$ cat src/rtl/fixed_point_scaler_pkg.sv
// Shared widths, operand typedefs and the saturation helper for fixed_point_scaler.
// Saturation is used only when FIXEDPOINTSCALER_SAT_EN is defined.
package fixed_point_scaler_pkg;

  localparam int unsigned DefaultBa = 27;
  localparam int unsigned DefaultBb = 16;
  localparam int unsigned DefaultBc = 27;
  localparam int unsigned DefaultBd = 27;
  localparam int unsigned DefaultBp = 45;

  // Wide enough to hold any intermediate sum for realistic widths.
  localparam int unsigned SatW = 128;

  typedef logic signed [DefaultBa-1:0]           preadd_t;
  typedef logic signed [DefaultBa+DefaultBb:0]   prod_t;
  typedef logic signed [DefaultBp-1:0]           out_t;
  typedef logic signed [SatW-1:0]                sat_t;

  // Clamp x to the w-bit signed range [-2^(w-1), 2^(w-1)-1].
  function automatic sat_t saturate(input sat_t x, input int unsigned w);
    sat_t hi;
    sat_t lo;
    hi = (sat_t'(1) <<< (w - 1)) - sat_t'(1);
    lo = ~hi;
    if (x > hi) begin
      return hi;
    end else if (x < lo) begin
      return lo;
    end
    return x;
  endfunction

endpackage

$ cat src/rtl/fps_preadd_mult.sv
// First two pipeline stages of fixed_point_scaler: input register, wrapping pre-adder
// register, and the exact signed product driven from the second stage.
module fps_preadd_mult
  import fixed_point_scaler_pkg::*;
#(
  parameter int unsigned BA = DefaultBa,
  parameter int unsigned BB = DefaultBb,
  parameter int unsigned BC = DefaultBc,
  parameter int unsigned BD = DefaultBd
) (
  input  logic                   clk_i,
  input  logic                   rst_ni,
  input  logic signed [BA-1:0]   a_i,
  input  logic signed [BB-1:0]   b_i,
  input  logic signed [BC-1:0]   c_i,
  input  logic signed [BD-1:0]   d_i,
  output logic signed [BA+BB:0]  m_o,
  output logic signed [BC-1:0]   c_o
);

  localparam int unsigned PW = BA + BB + 1;

  logic signed [BA-1:0] a_d, a_q;
  logic signed [BB-1:0] b_d, b_q;
  logic signed [BC-1:0] c_d, c_q;
  logic signed [BD-1:0] d_d, d_q;
  logic signed [BA-1:0] s_d, s_q;
  logic signed [BB-1:0] b2_d, b2_q;
  logic signed [BC-1:0] c2_d, c2_q;

  always_comb begin
    a_d  = a_i;
    b_d  = b_i;
    c_d  = c_i;
    d_d  = d_i;
    // d is resized to BA bits and the sum wraps at BA bits.
    s_d  = a_q + BA'(d_q);
    b2_d = b_q;
    c2_d = c_q;
  end

  always_ff @(posedge clk_i or negedge rst_ni) begin
    if (!rst_ni) begin
      a_q  <= '0;
      b_q  <= '0;
      c_q  <= '0;
      d_q  <= '0;
      s_q  <= '0;
      b2_q <= '0;
      c2_q <= '0;
    end else begin
      a_q  <= a_d;
      b_q  <= b_d;
      c_q  <= c_d;
      d_q  <= d_d;
      s_q  <= s_d;
      b2_q <= b2_d;
      c2_q <= c2_d;
    end
  end

  assign m_o = PW'(s_q) * PW'(b2_q);
  assign c_o = c2_q;

endmodule

$ cat src/rtl/fixed_point_scaler.sv
// Pipelined signed scaler p = (a + d) * b + c, three register stages.
// Define FIXEDPOINTSCALER_SAT_EN to saturate p instead of wrapping it.
module fixed_point_scaler
  import fixed_point_scaler_pkg::*;
#(
  parameter int unsigned BA = DefaultBa,
  parameter int unsigned BB = DefaultBb,
  parameter int unsigned BC = DefaultBc,
  parameter int unsigned BD = DefaultBd,
  parameter int unsigned BP = DefaultBp
) (
  input  logic                  clk,
  input  logic                  clr,
  input  logic signed [BA-1:0]  a,
  input  logic signed [BB-1:0]  b,
  input  logic signed [BC-1:0]  c,
  input  logic signed [BD-1:0]  d,
  output logic signed [BP-1:0]  p
);

  localparam int unsigned PW  = BA + BB + 1;
  localparam int unsigned RW0 = ((PW > BC) ? PW : BC) + 1;
  localparam int unsigned RW  = (RW0 > BP) ? RW0 : BP;

  logic signed [PW-1:0] m;
  logic signed [BC-1:0] c_s2;
  logic signed [RW-1:0] r;
  logic signed [BP-1:0] p_d, p_q;

  fps_preadd_mult #(
    .BA(BA),
    .BB(BB),
    .BC(BC),
    .BD(BD)
  ) u_preadd_mult (
    .clk_i (clk),
    .rst_ni(clr),
    .a_i   (a),
    .b_i   (b),
    .c_i   (c),
    .d_i   (d),
    .m_o   (m),
    .c_o   (c_s2)
  );

  always_comb begin
    // Lossless post-add; the narrowing to BP happens only below.
    r = RW'(m) + RW'(c_s2);
`ifdef FIXEDPOINTSCALER_SAT_EN
    p_d = BP'(saturate(SatW'(r), BP));
`else
    p_d = BP'(r);
`endif
  end

  always_ff @(posedge clk or negedge clr) begin
    if (!clr) begin
      p_q <= '0;
    end else begin
      p_q <= p_d;
    end
  end

  assign p = p_q;

endmodule

$ cat config.mk
export PLATFORM = sky130hd
export DESIGN_NAME = fixed_point_scaler
export DESIGN_NICKNAME = d
export VERILOG_FILES = /design/src/rtl/fixed_point_scaler_pkg.sv /design/src/rtl/fps_preadd_mult.sv /design/src/rtl/fixed_point_scaler.sv
export SDC_FILE = /design/constraint.sdc
export NUM_CORES = 1
export LEC_CHECK = 0
export CAP_MARGIN = 40
export CORE_UTILIZATION = 55
export DETAILED_ROUTE_END_ITERATION = 8
export PLACE_DENSITY = 0.75
export SETUP_SLACK_MARGIN = 0.05
export SYNTH_ARGS = -nofsm -noshare
export SYNTH_HDL_FRONTEND = slang
export SYNTH_HIERARCHICAL = 1
export SYNTH_SLANG_ARGS = --single-unit
$ cat constraint.sdc
create_clock -name clk -period 25 [get_ports clk]
set_clock_uncertainty 0.05 [all_clocks]
set_input_delay 3.75 -clock clk [delete_from_list [all_inputs] [get_ports clk]]
set_output_delay 3.75 -clock clk [all_outputs]
set_load 0.1 [all_outputs]
==> qor.yml <==
run_status: "finished, final reports clean"
viasPerCell: 5.40
fin_setup_tns_ps: 0
first_pass_iters: 5
crit_buf_inv: 3
drive_above_1_share_pct: 5.49
crit_fanout: 27
crit_path_max_incr_delay_ps: 960
grt.met2_usage_pct: 43.4
post-route-period-util_pct: 35.8
grt_pass1_vias: 18600
drt_wl_total_um: 58500
grt_pass1_wl_um: 97700
clk_latency_ps: 540
tightest_slew_ps: 1050
synthesis.area_per_instance_um2: 9.86
io_pins: 144
fill_cells: 3436
grtUsageTotal_pct: 27.8
synth_edf_count: 0
cts_sinks: 212
diodes: 0
syn_nets: 3175
ys.flop_type: "dfrtp_1"
core_um2: 43500
synthCells: 2484
die_h_um: 213
portBuffers: 143
setup_viol: 0
fmax_mhz: 112
hold_path_class: "flop to flop"
critical_path_class: "flop to flop"
cpMostUsedCell: "fa_1"
wl_per_cell_um: 18.1
gp_congestion: 0.929
postCtsHoldBufs: 0
row_count: 76
grt_overflow: 0
maxSlewViolCount: 0
nNetsFinal: 3313
top_usage_layer: "met2"
ys_types: 77
grt_max_degree: 144
antenna_left: 0
met3_usage_pct: 5.52
cts.path.max_buffers: 3
synth_warnings: 6
cap_violations: 0
antenna_found_initial: 0
synth-seq-area-share_pct: 21.7
post_cts_resized: 0
start_util_pct: 56.4
synthArstFlopShare_pct: 100
finalHoldViolations: 0
critPathCaptureType: "flop"
area_delta_synth_final_pct: 14.8
start_kind: "flop"
relSlewSlack_pct: 29.7
path_delay_family: "adder cells"
cts.clk_slew.worst_paths_ps: 70
cts-root-buf: "clkbuf_16"
die_w_um: 213
cts_tree: "done"
dr.first_iter.drc_count: 1239
postCtsSetupRepairBufs: 0
cts_buffers: 23
hpwl_um: 47000
via_count: 17400
post-route-drc-count: 0
die-area_um2: 45400
grtUsageMet1_pct: 39.5
rsz0062_at_grt: "no"
syn_area_um2: 24500
required_ps: 25410
min_period_ps: 8950
slowest_stage: "dfrtp_1"
cts_max_level: 1
arrival_ps: 9360
synth-seq-cells: 212
==> logic make-up (layout without fill, tap and decap cells) <==
logic type | after synthesis | count (layout) | share of synthesized area (%)
and+or+nand+nor | 657 | 657 | 13.2
buffers and inverters | 596 | 751 | 9.21
adders and majority gates | 592 | 592 | 43.1
AOI/OAI and AO/OA | 314 | 314 | 8.83
DFF | 212 | 212 | 21.7
xor gates and xnor gates | 110 | 110 | 3.93
muxes | 3 | 3 | 0.128
==> metrics by stage <==
stage / cell area, um2 / instances / hold slack, ps / setup WS [ps] / util (%)
5_1_grt: 28100 / 3224 / 301 / 15640 / 64.7
2_1_floorplan: 24500 / 2484 / 281 / 17050 / -
4_1_cts: 28100 / 3224 / 292 / 16050 / 64.7
3_3_place_gp: 26400 / 3132 / 281 / 16290 / 60.7
3_5_place_dp: 27200 / 3182 / 285 / 16130 / 62.6
6_report: 28100 / 3224 / 288 / 16050 / 64.7
==> layout by cell type, fill, tap and decap left out, types with 10 or more instances in the layout <==
master / instances
nand4_1: 16
and3_1: 18
ha_1: 174
xnor2_1: 73
nor3_1: 10
nor2b_1: 14
nand2b_1: 13
xor2_1: 37
nor2_1: 78
fa_1: 418
dfrtp_1: 212
o21ai_0: 51
a21oi_1: 88
o21bai_1: 12
clkdlybuf4s50_1: 142
nand2_1: 276
inv_1: 509
and2_1: 182
a21o_1: 64
buf_8: 43
nand3_1: 26
clkbuf_16: 23
==> metal layers <==
layer,share of wire (%),up-vias,routed length [um]
met2,46,664,27100
met5,0,-,0
met3,8.0,115,4680
met4,2.8,0,1620
met1,43,8757,25100
li1,-,7888,-
==> area by class of cell <==
class / instances / area (um2) / area share [%]
inverters: 510 / 1910 / 6.81
clock inverters: 14 / 267 / 0.948
well taps: 585 / 732 / 2.60
flip-flops and latches: 212 / 5310 / 18.9
clock buffers: 28 / 634 / 2.26
repair buffers: 199 / 2320 / 8.27
multi-input cells: 1676 / 16900 / 60.2
==> synthesized netlist by cell type (16+ instances only) <==
library cell    n  area share [%]
nand4_1        16            0.41
nand2_1       276             4.2
a21o_1         64             2.0
clkbuf_1       80             1.2
inv_1         509             7.8
ha_1          174             8.9
and2_1        182             4.6
dfrtp_1       212              22
nor2_1         78             1.2
xor2_1         37             1.3
xnor2_1        73             2.6
a21oi_1        88             1.8
nand3_1        26            0.53
o21ai_0        51             1.0
and3_1         18            0.46
fa_1          418              34
==> sequential cells by signal (all words and copies together) (netlist names) <==
signal              cells
u_preadd_mult/a_q      27
u_preadd_mult/b2_d     16
u_preadd_mult/s_q      27
u_preadd_mult/c_o      27
u_preadd_mult/d_q      27
u_preadd_mult/c2_d     27
p                      45
u_preadd_mult/b2_q     16
==> path summary, 6_finish.rpt <==
kind,slack [ps],from,end,depth (start not counted)
worst max-delay path,16050,u_preadd_mult/b2_q[2]$_DFF_PN0_,p[41]$_DFF_PN0_,31
worst min-delay path,290,u_preadd_mult/c2_d[24]$_DFF_PN0_,u_preadd_mult/c_o[24]$_DFF_PN0_,0
worst max register to register,16050,u_preadd_mult/b2_q[2]$_DFF_PN0_,p[41]$_DFF_PN0_,31
worst min register to register,290,u_preadd_mult/c2_d[24]$_DFF_PN0_,u_preadd_mult/c_o[24]$_DFF_PN0_,0
max in group asynchronous,20280,clr,u_preadd_mult/b2_q[10]$_DFF_PN0_,3
min in group asynchronous,3310,clr,p[5]$_DFF_PN0_,1
Power is not shown: default switching activity piles up to over one toggle a cycle in this logic, so the estimate is an artifact.
